## src/rtl/if_fetch_ctrl_pkg.sv

```systemverilog
// Shared constants and types for the fetch-stage controller.
// State encoding, FIFO entry layout and the NOP/HALT opcodes live here.
package if_fetch_ctrl_pkg;

  localparam logic [4:0]  OP_HALT        = 5'h00;
  localparam logic [4:0]  OP_NOP         = 5'h01;
  localparam logic [15:0] NOP_INSTR      = {OP_NOP, 11'd0};
  localparam logic [15:0] DEF_RESET_PC   = 16'h0000;
  localparam logic [15:0] DEF_EXC_VECTOR = 16'h0002;

  typedef enum logic [1:0] {
    ST_RUN  = 2'd0,
    ST_DROP = 2'd1,
    ST_HALT = 2'd2
  } fetch_state_t;

  typedef struct packed {
    logic [15:0] pc2;
    logic [15:0] instr;
  } fetch_entry_t;

  function automatic logic [15:0] pc_inc(input logic [15:0] pc);
    return pc + 16'd2;
  endfunction

  function automatic logic is_halt(input logic [15:0] instr);
    return instr[15:11] == OP_HALT;
  endfunction

endpackage

```

## src/rtl/if_fetch_ctrl_if.sv

```systemverilog
// Fetch-stage bundle: decode-side redirects/handshake and the instruction memory port.
// The master modport is the fetch controller; slave is the surrounding pipeline/memory.
interface if_fetch_ctrl_if;

  logic        redirect;
  logic [15:0] redirect_addr;
  logic        exception;
  logic        rti;
  logic [15:0] EPC;
  logic        halt;
  logic        id_ready;

  logic        imem_rd;
  logic [15:0] imem_addr;
  logic        imem_done;
  logic [15:0] imem_data;

  logic        if_valid;
  logic [15:0] instr;
  logic [15:0] PC2;
  logic        halted;

  modport master (
    input  redirect, redirect_addr, exception, rti, EPC, halt, id_ready,
    input  imem_done, imem_data,
    output imem_rd, imem_addr,
    output if_valid, instr, PC2, halted
  );

  modport slave (
    output redirect, redirect_addr, exception, rti, EPC, halt, id_ready,
    output imem_done, imem_data,
    input  imem_rd, imem_addr,
    input  if_valid, instr, PC2, halted
  );

endinterface

```

## src/rtl/if_fetch_ctrl_fetch_fifo2.sv

```systemverilog
// Two-entry {PC+2, instr} buffer between instruction memory and decode.
// Slot0 is always the head; flush wins over push/pop.
module fetch_fifo2
  import if_fetch_ctrl_pkg::*;
(
  input  logic         clk,
  input  logic         rst,
  input  logic         push,
  input  fetch_entry_t push_entry,
  input  logic         pop,
  input  logic         flush,
  output logic [1:0]   count,
  output logic         head_valid,
  output fetch_entry_t head
);

  fetch_entry_t slot0;
  fetch_entry_t slot1;

  always_ff @(posedge clk or negedge rst) begin
    if (!rst) begin
      count <= 2'd0;
      slot0 <= '0;
      slot1 <= '0;
    end else if (flush) begin
      count <= 2'd0;
    end else begin
      case ({push, pop})
        2'b10: begin
          if (count == 2'd0) slot0 <= push_entry;
          else               slot1 <= push_entry;
          if (count != 2'd2) count <= count + 2'd1;
        end
        2'b01: begin
          slot0 <= slot1;
          if (count != 2'd0) count <= count - 2'd1;
        end
        2'b11: begin
          // count stays put; at count 1 the new word becomes the head directly
          if (count == 2'd2) begin
            slot0 <= slot1;
            slot1 <= push_entry;
          end else begin
            slot0 <= push_entry;
          end
        end
        default: ;
      endcase
    end
  end

  assign head_valid = (count != 2'd0);
  assign head       = slot0;

endmodule

```

## src/rtl/if_fetch_ctrl.sv

```systemverilog
// Fetch-stage controller: owns the PC, issues single-outstanding imem reads,
// buffers responses in a 2-entry FIFO and applies decode's redirects/halt.
//   state   | meaning
//   ST_RUN  | normal fetch; responses are pushed into the FIFO
//   ST_DROP | redirect hit an in-flight read; discard its response, no issue
//   ST_HALT | fetch stopped, responses discarded, left only through reset
module if_fetch_ctrl
  import if_fetch_ctrl_pkg::*;
#(
  parameter logic [15:0] RESET_PC   = DEF_RESET_PC,
  parameter logic [15:0] EXC_VECTOR = DEF_EXC_VECTOR,
  parameter logic [15:0] NOP_INSTR  = if_fetch_ctrl_pkg::NOP_INSTR
) (
  input  logic             clk,
  input  logic             rst,
  if_fetch_ctrl_if.master  bus
);

  fetch_state_t state;
  logic [15:0]  pc;
  logic [15:0]  req_pc2;
  logic [15:0]  pc_seq;
  logic         outstanding;
  logic         fetch_en;
  logic         halted_q;

  logic [1:0]   count;
  logic         head_valid;
  fetch_entry_t head;
  fetch_entry_t push_entry;

  logic any_redir, halt_evt, flush, pop, resp, push, issue;

  assign pc_seq    = pc_inc(pc);
  assign any_redir = (state != ST_HALT) & (bus.exception | bus.rti | bus.redirect);
  assign halt_evt  = (state != ST_HALT) & bus.halt & ~any_redir;
  assign flush     = any_redir | halt_evt;
  assign pop       = head_valid & bus.id_ready;
  assign resp      = outstanding & bus.imem_done;
  assign push      = resp & (state == ST_RUN) & ~flush;
  // imem_done never feeds issue: a free slot is judged from count after this cycle's pop only
  assign issue     = fetch_en & (state == ST_RUN) & ~outstanding & ~flush
                   & ((count - {1'b0, pop}) < 2'd2);

  assign push_entry = '{pc2: req_pc2, instr: bus.imem_data};

  fetch_fifo2 u_fifo (
    .clk        (clk),
    .rst        (rst),
    .push       (push),
    .push_entry (push_entry),
    .pop        (pop),
    .flush      (flush),
    .count      (count),
    .head_valid (head_valid),
    .head       (head)
  );

  always_ff @(posedge clk or negedge rst) begin
    if (!rst) begin
      state       <= ST_RUN;
      pc          <= RESET_PC;
      req_pc2     <= 16'h0000;
      outstanding <= 1'b0;
      fetch_en    <= 1'b0;
      halted_q    <= 1'b0;
    end else begin
      fetch_en <= 1'b1;
      if (issue)     outstanding <= 1'b1;
      else if (resp) outstanding <= 1'b0;

      case (state)
        ST_RUN, ST_DROP: begin
          if (any_redir) begin
            if (bus.exception) pc <= EXC_VECTOR;
            else if (bus.rti)  pc <= bus.EPC;
            else               pc <= bus.redirect_addr;
            state <= (outstanding & ~bus.imem_done) ? ST_DROP : ST_RUN;
          end else if (halt_evt) begin
            state    <= ST_HALT;
            halted_q <= 1'b1;
          end else begin
            if (state == ST_DROP && resp) state <= ST_RUN;
            if (issue) begin
              pc      <= pc_seq;
              req_pc2 <= pc_seq;
            end
          end
        end
        ST_HALT: ;
        default: state <= ST_RUN;
      endcase
    end
  end

  assign bus.imem_rd   = issue;
  assign bus.imem_addr = pc;
  assign bus.if_valid  = head_valid;
  assign bus.instr     = head_valid ? head.instr : NOP_INSTR;
  assign bus.PC2       = head_valid ? head.pc2 : 16'h0000;
  assign bus.halted    = halted_q;

endmodule
```

## src/flat_wrapper.sv

```systemverilog
// flat-port wrapper written by rule: the top's interface ports become plain ports
module if_fetch_ctrl_flat import if_fetch_ctrl_pkg::*;
#(
  parameter logic [15:0] RESET_PC   = DEF_RESET_PC,
  parameter logic [15:0] EXC_VECTOR = DEF_EXC_VECTOR,
  parameter logic [15:0] NOP_INSTR  = if_fetch_ctrl_pkg::NOP_INSTR
)
  (clk, rst, bus_redirect, bus_redirect_addr, bus_exception, bus_rti, bus_EPC, bus_halt, bus_id_ready, bus_imem_done, bus_imem_data, bus_imem_rd, bus_imem_addr, bus_if_valid, bus_instr, bus_PC2, bus_halted);
  if_fetch_ctrl_if bus_i ();
  input  logic clk;
  input  logic rst;
  input wire logic [$bits(bus_i.redirect)-1:0] bus_redirect;
  input wire logic [$bits(bus_i.redirect_addr)-1:0] bus_redirect_addr;
  input wire logic [$bits(bus_i.exception)-1:0] bus_exception;
  input wire logic [$bits(bus_i.rti)-1:0] bus_rti;
  input wire logic [$bits(bus_i.EPC)-1:0] bus_EPC;
  input wire logic [$bits(bus_i.halt)-1:0] bus_halt;
  input wire logic [$bits(bus_i.id_ready)-1:0] bus_id_ready;
  input wire logic [$bits(bus_i.imem_done)-1:0] bus_imem_done;
  input wire logic [$bits(bus_i.imem_data)-1:0] bus_imem_data;
  output wire logic [$bits(bus_i.imem_rd)-1:0] bus_imem_rd;
  output wire logic [$bits(bus_i.imem_addr)-1:0] bus_imem_addr;
  output wire logic [$bits(bus_i.if_valid)-1:0] bus_if_valid;
  output wire logic [$bits(bus_i.instr)-1:0] bus_instr;
  output wire logic [$bits(bus_i.PC2)-1:0] bus_PC2;
  output wire logic [$bits(bus_i.halted)-1:0] bus_halted;
  assign bus_i.redirect = bus_redirect;
  assign bus_i.redirect_addr = bus_redirect_addr;
  assign bus_i.exception = bus_exception;
  assign bus_i.rti = bus_rti;
  assign bus_i.EPC = bus_EPC;
  assign bus_i.halt = bus_halt;
  assign bus_i.id_ready = bus_id_ready;
  assign bus_i.imem_done = bus_imem_done;
  assign bus_i.imem_data = bus_imem_data;
  assign bus_imem_rd = bus_i.imem_rd;
  assign bus_imem_addr = bus_i.imem_addr;
  assign bus_if_valid = bus_i.if_valid;
  assign bus_instr = bus_i.instr;
  assign bus_PC2 = bus_i.PC2;
  assign bus_halted = bus_i.halted;
  if_fetch_ctrl #(.RESET_PC(RESET_PC), .EXC_VECTOR(EXC_VECTOR), .NOP_INSTR(NOP_INSTR)) u_core (.clk(clk), .rst(rst), .bus(bus_i));
endmodule
```

## config.mk

```make
export PLATFORM = sky130hd
export DESIGN_NAME = if_fetch_ctrl_flat
export DESIGN_NICKNAME = d
export VERILOG_FILES = /design/src/rtl/if_fetch_ctrl_pkg.sv /design/src/rtl/if_fetch_ctrl_if.sv /design/src/rtl/if_fetch_ctrl_fetch_fifo2.sv /design/src/rtl/if_fetch_ctrl.sv /design/src/flat_wrapper.sv
export SDC_FILE = /design/constraint.sdc
export NUM_CORES = 1
export LEC_CHECK = 0
export BUFFER_PORTS_ARGS = -buffer_cell sky130_fd_sc_hd__buf_2
export CAP_MARGIN = 10
export CORE_MARGIN = 1.5
export CORE_UTILIZATION = 52
export CTS_BUF_LIST = sky130_fd_sc_hd__clkbuf_8
export DETAILED_ROUTE_END_ITERATION = 10
export GPL_ROUTABILITY_DRIVEN = 0
export PLACE_DENSITY = 0.79
export SLEW_MARGIN = 15
export SYNTH_ARGS = -nofsm -noshare
export SYNTH_HDL_FRONTEND = slang
export SYNTH_HIERARCHICAL = 1
export SYNTH_SLANG_ARGS = --single-unit
```

## constraint.sdc

```tcl
create_clock -name clk -period 2 [get_ports clk]
set_input_delay 0.2 -clock clk [delete_from_list [all_inputs] [get_ports clk]]
set_output_delay 0.2 -clock clk [all_outputs]
set_load 0.005 [all_outputs]
```

==> results.toml <==
[timing]
fin_crit_ns = 2.02
setup_viol = 1
min_period_over_period_pct = 101
hold_violations = 0
drv_slew = 0
layout_setup_ws_ns = -0.0163
rsz0062_at_grt = "yes"
clock-skew-final_ns = 0.0105
fmax_mhz = 496
relSlewSlack_pct = 64.6
tightest_slew_ns = 0.531

[synth]
synth_top_area_share_pct = 49.1
async_flop_share_pct = 100
synthesis.nets = 560
synth_warnings = 6
ys_ff_latch = 103
synth_edf_count = 0
seq_area_frac_synth_pct = 49.1
synth_area_per_cell_um2 = 10.4
synthFlopType = "dfrtp_1"
synth_cell_types = 44
netlist_area_um2 = 5250
synthCells = 503
synth_top_area_cell = "dfrtp_1"
netlist_top_cells_area = "dfrtp_1 (49%), mux2i_1 (9.0%), mux2_2 (7.1%)"

[drt]
drtPass1Iterations = 4
vias = 4052
post_drt_wl_per_cell_um = 14.3
drcViolationCount = 0
antenna_left = 0
wl_mm = 10.9
drtIter0Drc = 147
avgViaCountPerCell = 5.30

[floorplanning]
ios = 107
die_y_um = 103
rows = 36
die_x_um = 103
core_region_area_um2 = 9770
dieArea_um2 = 10700
initial_utilization_pct = 53.7

[global_routing]
grt_use_total_pct = 21.7
grt_pass1_vias = 3901
grt_overflow = 0
grt_pass1_wl_mm = 18.1
antenna_found_initial = 0
grt_start_max_net_pins = 50
grtUsageMet2_pct = 35.9
grtUsageMet1_pct = 28.8
grtUsageMet3_pct = 4.70
busiest_layer = "met2"

[cts]
clkTransAtPathRegs_ns = 0.09
cts.sinks = 103
cts-root-buf = "clkbuf_8"
cts.path.max_buffers = 2
cts_buffers = 9
clock_latency_ns = 0.36
h-tree-depth = 3
cts_tree = "yes"

[setup_path]
worst-endpoint-required_ns = 1.80
slowest_delay_ns = 0.45
crit_fanout = 5
slowest_stage = "dfrtp_2"
cp.arrival_ns = 1.82
critical_path_class = "flop to output port"
crit_buf_inv = 4
critPathTopFamily = "simple AND/OR/NAND/NOR gates"
start_kind = "flop"
endpoint_kind = "output port"
path_cells = "nor2_4, inv_2, nand3b_1, xor2_2, nand4_1, buf_12, clkinv_4, buf_6"

[cells_and_area]
syn2layout_area_growth_pct = 21.4
fin_util_pct = 65.2
nFillCells = 774
antenna_cells = 0
final_area_um2 = 6370
final_common_cell = "buf_2"
drive_gt1_share_pct = 33.0
register_area_um2 = 2580
most-common-layout-cells = "buf_2 (104), dfrtp_1 (102), a21oi_1 (55)"
multi_input_area_um2 = 2450
layout.nets = 683

[worst_hold_path]
hold_class = "input pin to flop"

[run]
cap_violations = 0

[outcome]
failed_checks = "negative setup slack"
outcome = "complete, but fails checks"

[place]
io_buffers = 106
placed_cell_area_um2 = 6090
hpwlAfterDp_mm = 7.86

[power]
power_leakage_nw = 3.11
p_total_w = 0.00592
p_per_area_nw_per_um2 = 930
ir_drop_mv = 0.585
[kinds of logic after synthesis]
kind of cell / share of synthesized area (%)
simple gates: 14.4
compound gates: 12.5
flops: 49.1
mux: 16.5
buf+inv: 4.84
xor+xnor: 2.34
fa+ha+maj: 0.238
other cells: 0.0715
[area by class of cell]
class	instances	area share, %
Timing Repair Buffer	143	14.8
Sequential cell	103	40.5
Multi-Input combinational cell	363	38.5
Tap cell	133	2.61
Clock inverter	7	1.14
Clock buffer	9	1.94
Inverter	6	0.432
[worst reg2reg max path, delay by kind of cell, from the launching register on]
| family | cells | cell delay [ns] |
|---|---|---|
| AOI/OAI and AO/OA | 2 | 0.61 |
| DFF | 1 | 0.45 |
| buffers and inverters | 2 | 0.28 |
| and+or+nand+nor | 2 | 0.26 |
| xor gates and xnor gates | 1 | 0.20 |
[final timing paths]
kind | slack [ns] | end | from | cells after the start
min in group asynchronous | 0.35 | u_core/u_fifo/slot1[7] | rst | 2
max in group asynchronous | 1.00 | u_core/u_fifo/count[0] | rst | 3
hold reg to reg | 0.50 | u_core/bus.halted | u_core/bus.halted | 1
setup / recovery | -0.02 | bus_imem_rd | u_core/u_fifo/count[0] | 8
setup reg to reg | 0.08 | u_core/bus.imem_addr[8] | u_core/u_fifo/count[0] | 7
hold / removal | 0.05 | u_core/outstanding | bus_imem_done | 2
[report_power, final]
part / switching, W / internal (W)
Combinational: 0.000971 / 0.000843
Clock: 0.000699 / 0.000581
Sequential: 0.000392 / 0.00244
Total: 0.00206 / 0.00386
[what timing repair did]
| item | in CTS | in global routing |
|---|---|---|
| setup buffers | 4 | 2 |
| hold endpoints to repair | 39 | 0 |
| resized for setup | 3 | 8 |
| hold buffers | 1 | 0 |
| pin swaps | 1 | 6 |
| gates cloned | 1 | 0 |
| setup endpoints to repair | 1 | 46 |
[per-stage QoR]
step	setup TNS, ns	hold WS [ns]	setup WS, ns	std cells
after global routing	-0.100	0.0592	-0.100	764
after floorplan	-1.70	-0.0956	-0.0664	503
after detailed placement	-3.09	0.214	-0.108	741
final	-0.0163	0.0497	-0.0163	764
after global placement	-0.924	0.213	-0.0590	741
after CTS	0	0.0250	0.0108	763
[flip-flops by register name, indices dropped and copies added, names as in the netlist]
register and flops:
u_core/u_fifo/head 32, u_core/u_fifo/slot1 32, u_core/bus.imem_addr 16, u_core/req_pc2 16
u_core/state 2, u_core/u_fifo/count 2, u_core/bus.halted 1, u_core/fetch_en 1
u_core/outstanding 1
[cells in the mapped netlist (all sizes together), types with 3 or more instances]
cell / count
nand2b: 4
clkbuf: 11
mux2i: 47
and2: 36
a21boi: 3
mux2: 35
dfrtp: 103
nand4: 5
xor2: 13
inv: 6
buf: 20
nor2b: 3
a21oi: 56
and4: 3
nand2: 46
and3: 3
o21ai: 43
nand3: 4
nor2: 39
a211oi: 3
o2bb2a: 3
[per-layer routing]
layer  wire (um)  up-vias  part of all wire [%]
met2        5280      120                    48
met1        4920     1935                    45
li1            -     1984                     -
met5           0        -                     0
met4         174        0                   1.6
met3         532       13                   4.9
(Power assumes the default switching activity.)
